<file path="src/rtl/addsub_pkg.sv">
// -----------------------------------------------------------------------------
// addsub_pkg
//   Shared definitions for the pipelined adder/subtractor.
//   - OP_ADD / OP_SUB : encoding of the per-transaction op input.
//   - chunk_width()   : bits of carry chain handled by one pipeline stage.
//   The stage record (stage_t) depends on WIDTH/STAGES and is therefore
//   declared inside addsub_pipe_nbit from its own localparams.
// -----------------------------------------------------------------------------
package addsub_pkg;

    localparam logic OP_ADD = 1'b0;
    localparam logic OP_SUB = 1'b1;

    // Guarded so a bad STAGES value reaches the elaboration check in the top
    // instead of dying on a divide-by-zero first.
    function automatic int unsigned chunk_width(input int unsigned width,
                                                input int unsigned stages);
        return (stages == 0) ? 0 : width / stages;
    endfunction

endpackage

</file>
<file path="src/rtl/addsub_chunk.sv">
// -----------------------------------------------------------------------------
// addsub_chunk
//   Combinational CHUNK-bit ripple adder built from full_adder cells. One
//   instance per pipeline stage; the caller has already inverted b for a
//   subtract and supplies the stage carry-in.
//   Ports:
//     a_i     in  CHUNK  operand A chunk
//     b_i     in  CHUNK  operand B' chunk (B or ~B)
//     cin_i   in  1      carry into bit 0 of the chunk
//     sum_o   out CHUNK  chunk sum
//     cout_o  out 1      carry out of the chunk MSB
//     cmsb_o  out 1      carry into the chunk MSB (for signed overflow)
// -----------------------------------------------------------------------------
module addsub_chunk
    import addsub_pkg::*;
#(
    parameter int unsigned CHUNK = 4
) (
    input  logic [CHUNK-1:0] a_i,
    input  logic [CHUNK-1:0] b_i,
    input  logic             cin_i,
    output logic [CHUNK-1:0] sum_o,
    output logic             cout_o,
    output logic             cmsb_o
);

    logic [CHUNK:0] carry;

    assign carry[0] = cin_i;

    for (genvar i = 0; i < CHUNK; i++) begin : g_bit
        full_adder u_fa (
            .a   (a_i[i]),
            .b   (b_i[i]),
            .cin (carry[i]),
            .sum (sum_o[i]),
            .cout(carry[i+1])
        );
    end

    assign cout_o = carry[CHUNK];
    assign cmsb_o = carry[CHUNK-1];

endmodule

</file>
<file path="src/rtl/full_adder.sv">
// -----------------------------------------------------------------------------
// full_adder
//   Single-bit full adder cell.
//   Ports:
//     a, b  in  operand bits
//     cin   in  carry in
//     sum   out sum bit
//     cout  out carry out
// -----------------------------------------------------------------------------
module full_adder (
    input  logic a,
    input  logic b,
    input  logic cin,
    output logic sum,
    output logic cout
);

    assign sum  = a ^ b ^ cin;
    assign cout = (a & b) | (cin & (a ^ b));

endmodule

</file>
<file path="src/rtl/addsub_pipe_nbit.sv">
// -----------------------------------------------------------------------------
// addsub_pipe_nbit
//   Pipelined two's-complement adder/subtractor with valid/ready handshake.
//   The carry chain is cut into STAGES chunks of WIDTH/STAGES bits; each stage
//   adds one chunk using the carry registered by the previous stage. Subtract
//   is A + ~B + 1 (B XORed with op, carry-in = op). All stages advance
//   together when the output is empty or being accepted.
//   Parameters:
//     WIDTH   operand/result width (>= 2)
//     STAGES  pipeline stages; WIDTH % STAGES must be 0
//   Ports:
//     clk        in   rising-edge clock
//     rst_n      in   asynchronous active-low reset
//     in_valid   in   operands/op valid
//     in_ready   out  block accepts this cycle (= pipeline advance)
//     op         in   0 = add, 1 = sub
//     input1     in   operand A
//     input2     in   operand B
//     out_valid  out  result valid
//     out_ready  in   consumer accepts result
//     answer     out  result modulo 2^WIDTH
//     carry_out  out  carry out of MSB (sub: 1 = no borrow)
//     overflow   out  signed overflow
//     zero       out  answer == 0
// -----------------------------------------------------------------------------
module addsub_pipe_nbit
    import addsub_pkg::*;
#(
    parameter int unsigned WIDTH  = 16,
    parameter int unsigned STAGES = 4
) (
    input  logic             clk,
    input  logic             rst_n,
    input  logic             in_valid,
    output logic             in_ready,
    input  logic             op,
    input  logic [WIDTH-1:0] input1,
    input  logic [WIDTH-1:0] input2,
    output logic             out_valid,
    input  logic             out_ready,
    output logic [WIDTH-1:0] answer,
    output logic             carry_out,
    output logic             overflow,
    output logic             zero
);

    localparam int unsigned CHUNK = chunk_width(WIDTH, STAGES);

    if (WIDTH < 2 || STAGES == 0 || (WIDTH % STAGES) != 0) begin : g_param_check
        $error("addsub_pipe_nbit: WIDTH (%0d) must be >= 2 and a multiple of STAGES (%0d)",
               WIDTH, STAGES);
    end

    // Per-stage transaction record. a_rem/b_rem keep the operand chunks not
    // yet consumed (consumed chunks are cleared), sum_done collects result
    // chunks already produced.
    typedef struct packed {
        logic             valid;
        logic             op;
        logic             carry;
        logic [WIDTH-1:0] a_rem;
        logic [WIDTH-1:0] b_rem;
        logic [WIDTH-1:0] sum_done;
        logic             zero_acc;
    } stage_t;

    stage_t stg_q [STAGES];
    stage_t stg_d [STAGES];
    stage_t src   [STAGES];

    logic                         adv;
    logic                         ovf_q;
    logic                         ovf_d;
    logic [STAGES-1:0][CHUNK-1:0] chunk_a;
    logic [STAGES-1:0][CHUNK-1:0] chunk_b;
    logic [STAGES-1:0][CHUNK-1:0] chunk_sum;
    logic [STAGES-1:0]            chunk_cin;
    logic [STAGES-1:0]            chunk_cout;
    logic [STAGES-1:0]            chunk_cmsb;

    assign adv      = !out_valid || out_ready;
    assign in_ready = adv;

    // Stage 0 sources directly from the input port; stage k from register k-1.
    // Since registers only load on adv, in_valid alone is the transfer flag.
    always_comb begin
        src[0].valid    = in_valid;
        src[0].op       = op;
        src[0].carry    = (op == OP_SUB);
        src[0].a_rem    = input1;
        src[0].b_rem    = input2;
        src[0].sum_done = '0;
        src[0].zero_acc = 1'b1;
        for (int unsigned k = 1; k < STAGES; k++) begin
            src[k] = stg_q[k-1];
        end
        for (int unsigned k = 0; k < STAGES; k++) begin
            chunk_a[k]   = src[k].a_rem[k*CHUNK +: CHUNK];
            chunk_b[k]   = src[k].b_rem[k*CHUNK +: CHUNK] ^ {CHUNK{src[k].op == OP_SUB}};
            chunk_cin[k] = src[k].carry;
        end
    end

    for (genvar k = 0; k < STAGES; k++) begin : g_stage
        addsub_chunk #(
            .CHUNK(CHUNK)
        ) u_chunk (
            .a_i   (chunk_a[k]),
            .b_i   (chunk_b[k]),
            .cin_i (chunk_cin[k]),
            .sum_o (chunk_sum[k]),
            .cout_o(chunk_cout[k]),
            .cmsb_o(chunk_cmsb[k])
        );
    end

    always_comb begin
        for (int unsigned k = 0; k < STAGES; k++) begin
            stg_d[k]                             = src[k];
            stg_d[k].carry                       = chunk_cout[k];
            stg_d[k].a_rem[k*CHUNK +: CHUNK]     = '0;
            stg_d[k].b_rem[k*CHUNK +: CHUNK]     = '0;
            stg_d[k].sum_done[k*CHUNK +: CHUNK]  = chunk_sum[k];
            stg_d[k].zero_acc                    = src[k].zero_acc & (chunk_sum[k] == '0);
        end
        // Only the last chunk holds the word MSB, so overflow is formed there.
        ovf_d = chunk_cmsb[STAGES-1] ^ chunk_cout[STAGES-1];
    end

    always_ff @(posedge clk or negedge rst_n) begin
        if (!rst_n) begin
            for (int unsigned k = 0; k < STAGES; k++) begin
                stg_q[k] <= '0;
            end
            ovf_q <= 1'b0;
        end else if (adv) begin
            for (int unsigned k = 0; k < STAGES; k++) begin
                stg_q[k] <= stg_d[k];
            end
            ovf_q <= ovf_d;
        end
    end

    // The last stage register doubles as the output register.
    assign out_valid = stg_q[STAGES-1].valid;
    assign answer    = stg_q[STAGES-1].sum_done;
    assign carry_out = stg_q[STAGES-1].carry;
    assign zero      = stg_q[STAGES-1].zero_acc;
    assign overflow  = ovf_q;

endmodule

</file>
<file path="config.mk">
export PLATFORM = sky130hd
export DESIGN_NAME = addsub_pipe_nbit
export DESIGN_NICKNAME = d
export VERILOG_FILES = /design/src/rtl/addsub_pkg.sv /design/src/rtl/addsub_chunk.sv /design/src/rtl/full_adder.sv /design/src/rtl/addsub_pipe_nbit.sv
export SDC_FILE = /design/constraint.sdc
export NUM_CORES = 1
export LEC_CHECK = 0
export CAP_MARGIN = 20
export CORE_ASPECT_RATIO = 0.5
export CORE_UTILIZATION = 49
export CTS_CLUSTER_SIZE = 30
export DETAILED_ROUTE_END_ITERATION = 6
export PLACE_DENSITY = 0.75
export SYNTH_ARGS = -nofsm -noshare
export SYNTH_HDL_FRONTEND = slang
export SYNTH_SLANG_ARGS = --single-unit
</file>
<file path="constraint.sdc">
create_clock -name clk -period 2.95 [get_ports clk]
set_input_delay 0.59 -clock clk [delete_from_list [all_inputs] [get_ports clk]]
set_output_delay 0.59 -clock clk [all_outputs]
set_load 0.01 [all_outputs]
</file>
==> qor.csv, run 1 <==
stage,metric,value,unit
routing,DR WL met2,3560,um
layout,filler instances,670,
routing,DR top layer,met4,
clock_network,Clock Root Buffer,clkbuf_16,
clock_network,total CTS buffers,9,
grt,largest net degree at the start of global routing,58,
place,Post-DP Area,5160,um^2
grt,first-pass GRT wire length,12800,um
synthesis,Syn Nets,341,
sta,Max Freq,0.356,GHz
pwr,pwr dens,1110,nW/um^2
synthesis,Unique masters post-synth,21,
sta,Setup-failing EPs final,0,
synthesis,register area share after synthesis,0.583,
clock_network,Worst-Skew Late Latency,0.35,ns
layout,final core utilization,0.628,
clock_network,CTS Buffer Depth,2,
critical_path,CP most frequent cell,fa_1,
clock_network,CTS tree,done,
critical_path,CP Class,in -> reg,
routing,M1 wire length,3350,um
floorplanning,Die X,137,um
layout,"commonest non-fill, non-tap cell in the layout",dfrtp_1,
floorplanning,die height,69.5,um
routing,detail-routed via count per cell,5.03,
synthesis,"FF+latch count, synth",104,
routing,detailed router's first-iteration violation count,65,
critical_path,Critical Path RT,3.20,ns
grt,GR Overflow Total,0,
floorplanning,starting density of the core,0.509,
floorplanning,FP Rows,24,
layout,final instance area,5500,um^2
critical_path,Setup crit end kind,flip-flop,
routing,vias,2367,
sta,Tightest Pin Transition,0.739,ns
sta,Final Max Slew Viols,0,
routing,Antenna Violating Nets Remaining,0,
job,number of max-cap violations,0,
layout,layout cell share with drive strength beyond 1,0.328,
layout,area of the multi-input gates,1720,um^2
synthesis,syn_area_per_cell,15.5,um^2
grt,GRT Resource Usage Total,0.179,
critical_path,Reg2Reg Setup Slack,0.24,ns
clock_network,number of clock sinks,104,
worst_hold_path,Hold Path Class,in -> async,
synthesis,YS warnings,0,
critical_path,Worst path max stage delay,0.46,ns
critical_path,crit-path cells,"clkdlybuf4s50_1, mux2_2, fa_1, inv_1, fa_1, inv_1, fa_1, or3b_2, o31ai_2",
layout,area added between synthesis and finish,23.3,%
place,Port Buffers,57,
place,dpl hpwl,4960,um
grt,antenna violations before repair,0,
synthesis,Synth area leader,dfrtp_1,
sta,RSZ-0062 raised after global routing,false,
pwr,leakage power,2.35,nW
pwr,VDD IR max,0.000497,V
sta,"Hold Violations, Final",0,
routing,metal3 WL,257,um
synthesis,Synth Instances,289,
sta,Final period util,0.952,
sta,Max-slew headroom,0.507,
routing,DRC viols,0,
layout,register area,2600,um^2
critical_path,R2R cell count,9,
routing,1st-pass router iterations,4,
critical_path,Crit Reg-Reg Startpoint,src[29],
layout,"commonest cells after routing, fill and taps aside","dfrtp_1, mux2_2, clkdlybuf4s50_1, inv_1, fa_1",
synthesis,Netlist Area Pre-Place,4470,um^2
synthesis,synth top area cells,"dfrtp_1, mux2_2, fa_1, mux2_1, xor2_1",
clock_network,"Clk pin slew, worst setup/hold paths",0.07,ns
status,status,completed,
routing,routed wire length,7280,um
layout,# diodes,0,
place,global placer's final weighted congestion,0.762,
grt,vias in the first global route,2578,
layout,Final nets,401,
sta,Clock Skew,0.00829,ns
critical_path,Arrival @ worst endpoint,3.06,ns
sta,crit path time final,2.81,ns
critical_path,Crit Path Max Fanout,2,
routing,DR WL/cell,15.5,um
critical_path,reg-to-reg endpoint,zero,
floorplanning,IO Count,58,
critical_path,startpoint types,input port,
floorplanning,die area,9520,um^2
floorplanning,core area,8770,um^2
critical_path,slowest CP cell,or3b_2,
clock_network,Post-CTS Setup Bufs,0,
synthesis,top-area cell type share of the netlist area,0.583,
clock_network,H-tree depth,3,
==> state kept, by name (all words and copies together), names as in the netlist <==
| signal | count |
|---|---|
| src | 69 |
| answer | 16 |
| chunk_a | 12 |
| chunk_cin | 3 |
| carry_out | 1 |
| out_valid | 1 |
| overflow | 1 |
| zero | 1 |
==> kinds of logic after synthesis <==
group | share of synthesized area
flip-flops | 0.583
multiplexers | 0.235
buffers and inverters | 0.0350
XOR/XNOR | 0.0333
AND/OR/NAND/NOR | 0.0308
adder cells (fa/ha/maj) | 0.0672
AO/OA/AOI/OAI | 0.0163
==> worst max-delay path by stage <==
| stage | startpoint | to | cells after the start |
|---|---|---|---|
| 2_1_floorplan | src[50] | zero | 10 |
| 3_3_place_gp | input2[0] | src[104] | 9 |
| 3_5_place_dp | input2[0] | src[104] | 9 |
| 4_1_cts | op | src[104] | 9 |
| 5_1_grt | input1[0] | src[104] | 9 |
| 6_report | input1[0] | src[104] | 9 |
==> routing by layer <==
| metal | vias to the layer above | global-route usage |
|---|---|---|
| met1 | 1225 | 0.234 |
| met3 | 10 | 0.0512 |
| met5 | - | 0 |
| met4 | 0 | 0.0659 |
| met2 | 33 | 0.287 |
| li1 | 1099 | - |
==> final cells by class <==
type	instances	area share
sequential	104	0.473
multi-input combinational	153	0.313
timing repair buffer	65	0.117
clock buffer	9	0.0409
tap	117	0.0266
clock inverter	7	0.0189
inverter	16	0.0109
==> what timing repair did <==
item,in CTS,in global routing
setup endpoints to repair,1,2
hold buffers,0,0
resized for setup,2,3
pin swaps,1,1
==> cell usage after synthesis <==
cell type / count
inv_2: 1
and3b_1: 3
buf_6: 2
a41o_1: 3
xor2_1: 9
mux2_1: 8
inv_1: 15
a21oi_1: 7
dfrtp_1: 104
or3b_2: 1
fa_1: 15
buf_4: 4
o31ai_1: 1
nor3b_1: 10
nor2b_4: 1
nand3b_1: 1
nand2b_1: 1
mux2_2: 85
xnor2_1: 8
buf_2: 5
clkbuf_1: 5
==> critical path, delay by kind of cell <==
kind	cells	cell delay (ns)
adder cells (fa/ha/maj)	3	0.98
buffers and inverters	3	0.55
AO/OA/AOI/OAI	1	0.20
multiplexers	1	0.28
AND/OR/NAND/NOR	1	0.46
==> report_power, final <==
group,leakage [nW],switching [mW],internal (mW),total [mW]
Clock,0.154,0.528,0.752,1.28
Combinational,0.986,1.01,1.41,2.42
Sequential,1.21,0.352,2.04,2.39
Total,2.35,1.89,4.21,6.10
==> per-stage QoR <==
| stage | setup TNS, ns | setup WS (ns) | power [mW] | instances | hold slack (ns) |
|---|---|---|---|---|---|
| final | 0 | 0.141 | 6.10 | 471 | 0.284 |
| after global routing | 0 | 0.0426 | 6.54 | 471 | 0.350 |
| after CTS | 0 | 0.101 | 6.16 | 471 | 0.317 |
| after detailed placement | -0.377 | -0.377 | 4.85 | 455 | 0.453 |
| after global placement | -0.313 | -0.313 | 4.73 | 455 | 0.437 |
| after floorplan | 0 | 0.219 | 4.05 | 289 | 0.294 |
(Power assumes the default switching activity.)
==> inputs of run 2 (changes only) <==
--- a/config.mk
+++ b/config.mk
@@ -5,8 +5,8 @@
 export SDC_FILE = /design/constraint.sdc
 export NUM_CORES = 1
 export LEC_CHECK = 0
-export CAP_MARGIN = 20
-export CORE_ASPECT_RATIO = 0.5
+export CAP_MARGIN = 0
+export CORE_MARGIN = 2
 export CORE_UTILIZATION = 49
 export CTS_CLUSTER_SIZE = 30
 export DETAILED_ROUTE_END_ITERATION = 6
==> run 2 against run 1 <==
  * Utilization shrank 1.1 points
  * Die area grew 3.9%
  * Clock power shrank 21%
  * Largest cell class unchanged
  * Highest routed layer unchanged
==> qor.csv, run 2 (same netlist as run 1, synthesis figures left out) <==
stage,metric,value,unit
routing,routed wire length,7200,um
floorplanning,core area,8760,um^2
clock_network,number of clock sinks,104,
clock_network,cts hold-fix bufs,0,
place,global placer's final weighted congestion,0.730,
pwr,Clk pwr share,0.172,
clock_network,total CTS buffers,9,
floorplanning,starting density of the core,0.510,
critical_path,Arrival @ worst endpoint,3.08,ns
grt,GRT Resource Usage Total,0.158,
critical_path,CP Class,in -> reg,
grt,met2 GRT Util,0.241,
place,dpl cells,449,
pwr,Gate power share,0.420,
layout,layout cell share with drive strength beyond 1,0.328,
grt,GR Overflow Total,0,
grt,antenna violations before repair,0,
floorplanning,die area,9890,um^2
critical_path,Crit Path Max Fanout,3,
sta,Setup-failing EPs final,0,
layout,# diodes,0,
floorplanning,Die X,99.5,um
floorplanning,IO Count,58,
layout,Final nets,404,
place,dpl hpwl,5080,um
grt,met3 Use GR,0.0337,
critical_path,Critical Path RT,3.22,ns
job,number of max-cap violations,0,
layout,area added between synthesis and finish,21.0,%
clock_network,Clock Root Buffer,clkbuf_8,
clock_network,H-tree depth,3,
status,status,completed,
floorplanning,FP Rows,34,
grt,first-pass GRT wire length,12100,um
critical_path,CP most frequent cell,fa_1,
place,Post-DP Area,5150,um^2
routing,DR WL/cell,15.5,um
grt,M1 GR Usage,0.228,
critical_path,CP Buf/Inv Count,3,
sta,Total Neg Setup Slack,0,ns
place,Port Buffers,57,
clock_network,"Clk pin slew, worst setup/hold paths",0.09,ns
clock_network,Post-CTS Setup Bufs,0,
routing,detailed router's first-iteration violation count,74,
place,Setup WS pre-CTS,-0.371,ns
routing,detail-routed via count per cell,5.14,
routing,Antenna Violating Nets Remaining,0,
critical_path,crit-path cells,"clkdlybuf4s50_1, mux2_2, fa_1, inv_1, fa_1, inv_1, fa_1, or3b_2, o31ai_2",
layout,"commonest non-fill, non-tap cell in the layout",dfrtp_1,
sta,setup slack after layout,0.141,ns
sta,crit path time final,2.81,ns
sta,Final period util,0.952,
layout,"commonest cells after routing, fill and taps aside","dfrtp_1, mux2_2, clkdlybuf4s50_1, inv_1, fa_1",
clock_network,post_cts resized,0,
pwr,leakage power,2.33,nW
sta,Max Freq,0.356,GHz
critical_path,Worst path max stage delay,0.46,ns
pwr,pwr dens,1080,nW/um^2
grt,vias in the first global route,2454,
pwr,P_int,4.01,mW
pwr,share of power burned in registers,0.408,
sta,RSZ-0062 raised after global routing,false,
critical_path,Setup crit end kind,flip-flop,
grt,gr busiest metal,met2,
layout,fin cells,465,
routing,DRC viols,0,
pwr,Switching Fraction,0.315,
pwr,VDD IR max,0.000418,V
worst_hold_path,Hold Path Class,in -> async,
grt,largest net degree at the start of global routing,58,
critical_path,"delay-heaviest family, CP",adder cells,
routing,1st-pass router iterations,4,
critical_path,startpoint types,input port,
sta,"Hold Violations, Final",0,
layout,final instance area,5400,um^2
sta,final hold slack,0.225,ns
sta,Clock Skew,0.0101,ns
sta,Final Max Slew Viols,0,
pwr,Psw,1.84,mW
routing,vias,2391,
clock_network,CTS Buffer Depth,2,
clock_network,CTS tree,done,
critical_path,slowest CP cell,or3b_2,
sta,Tightest Pin Transition,0.726,ns
floorplanning,die height,99.5,um
clock_network,Worst-Skew Late Latency,0.35,ns
sta,Max-slew headroom,0.516,
layout,max FFs per register,69,
-- run 2: layout make-up --
cell class,instances,area (um^2)
well taps,108,135
repair buffers,68,653
fillers,682,3360
clock buffers,12,165
flip-flops and latches,104,2600
inverters,16,60.1
clock inverters,4,73.8
multi-input cells,153,1710
-- run 2: worst paths after layout --
kind	startpoint	slack, ns	cells past startpoint	endpoint
max	op	0.14	9	src[104]
min	rst_n	0.22	1	src[133]
max reg2reg	src[29]	0.20	9	zero
min reg2reg	src[51]	0.48	1	out_valid
max in group asynchronous	rst_n	1.87	2	chunk_a[4]
min in group clk	src[51]	0.48	1	out_valid
-- run 2: routing by layer --
layer / up-vias / wire, um
met5: - / 0
met2: 45 / 3430
met1: 1225 / 3440
li1: 1115 / -
met3: 6 / 253
met4: 0 / 79
-- run 2: power groups by stage --
stage / Clock (mW) / Sequential (mW) / Combinational, mW
after floorplan: 0 / 2.36 / 1.69
after global placement: 0 / 2.39 / 2.39
after detailed placement: 0 / 2.42 / 2.48
after CTS: 1.04 / 2.39 / 2.49
after global routing: 1.10 / 2.46 / 2.70
final: 1.01 / 2.38 / 2.46
-- run 2: stage by stage --
step,util,power (mW)
2_1_floorplan,-,4.05
3_3_place_gp,0.588,4.77
3_5_place_dp,0.588,4.90
4_1_cts,0.616,5.92
5_1_grt,0.616,6.27
6_report,0.616,5.85
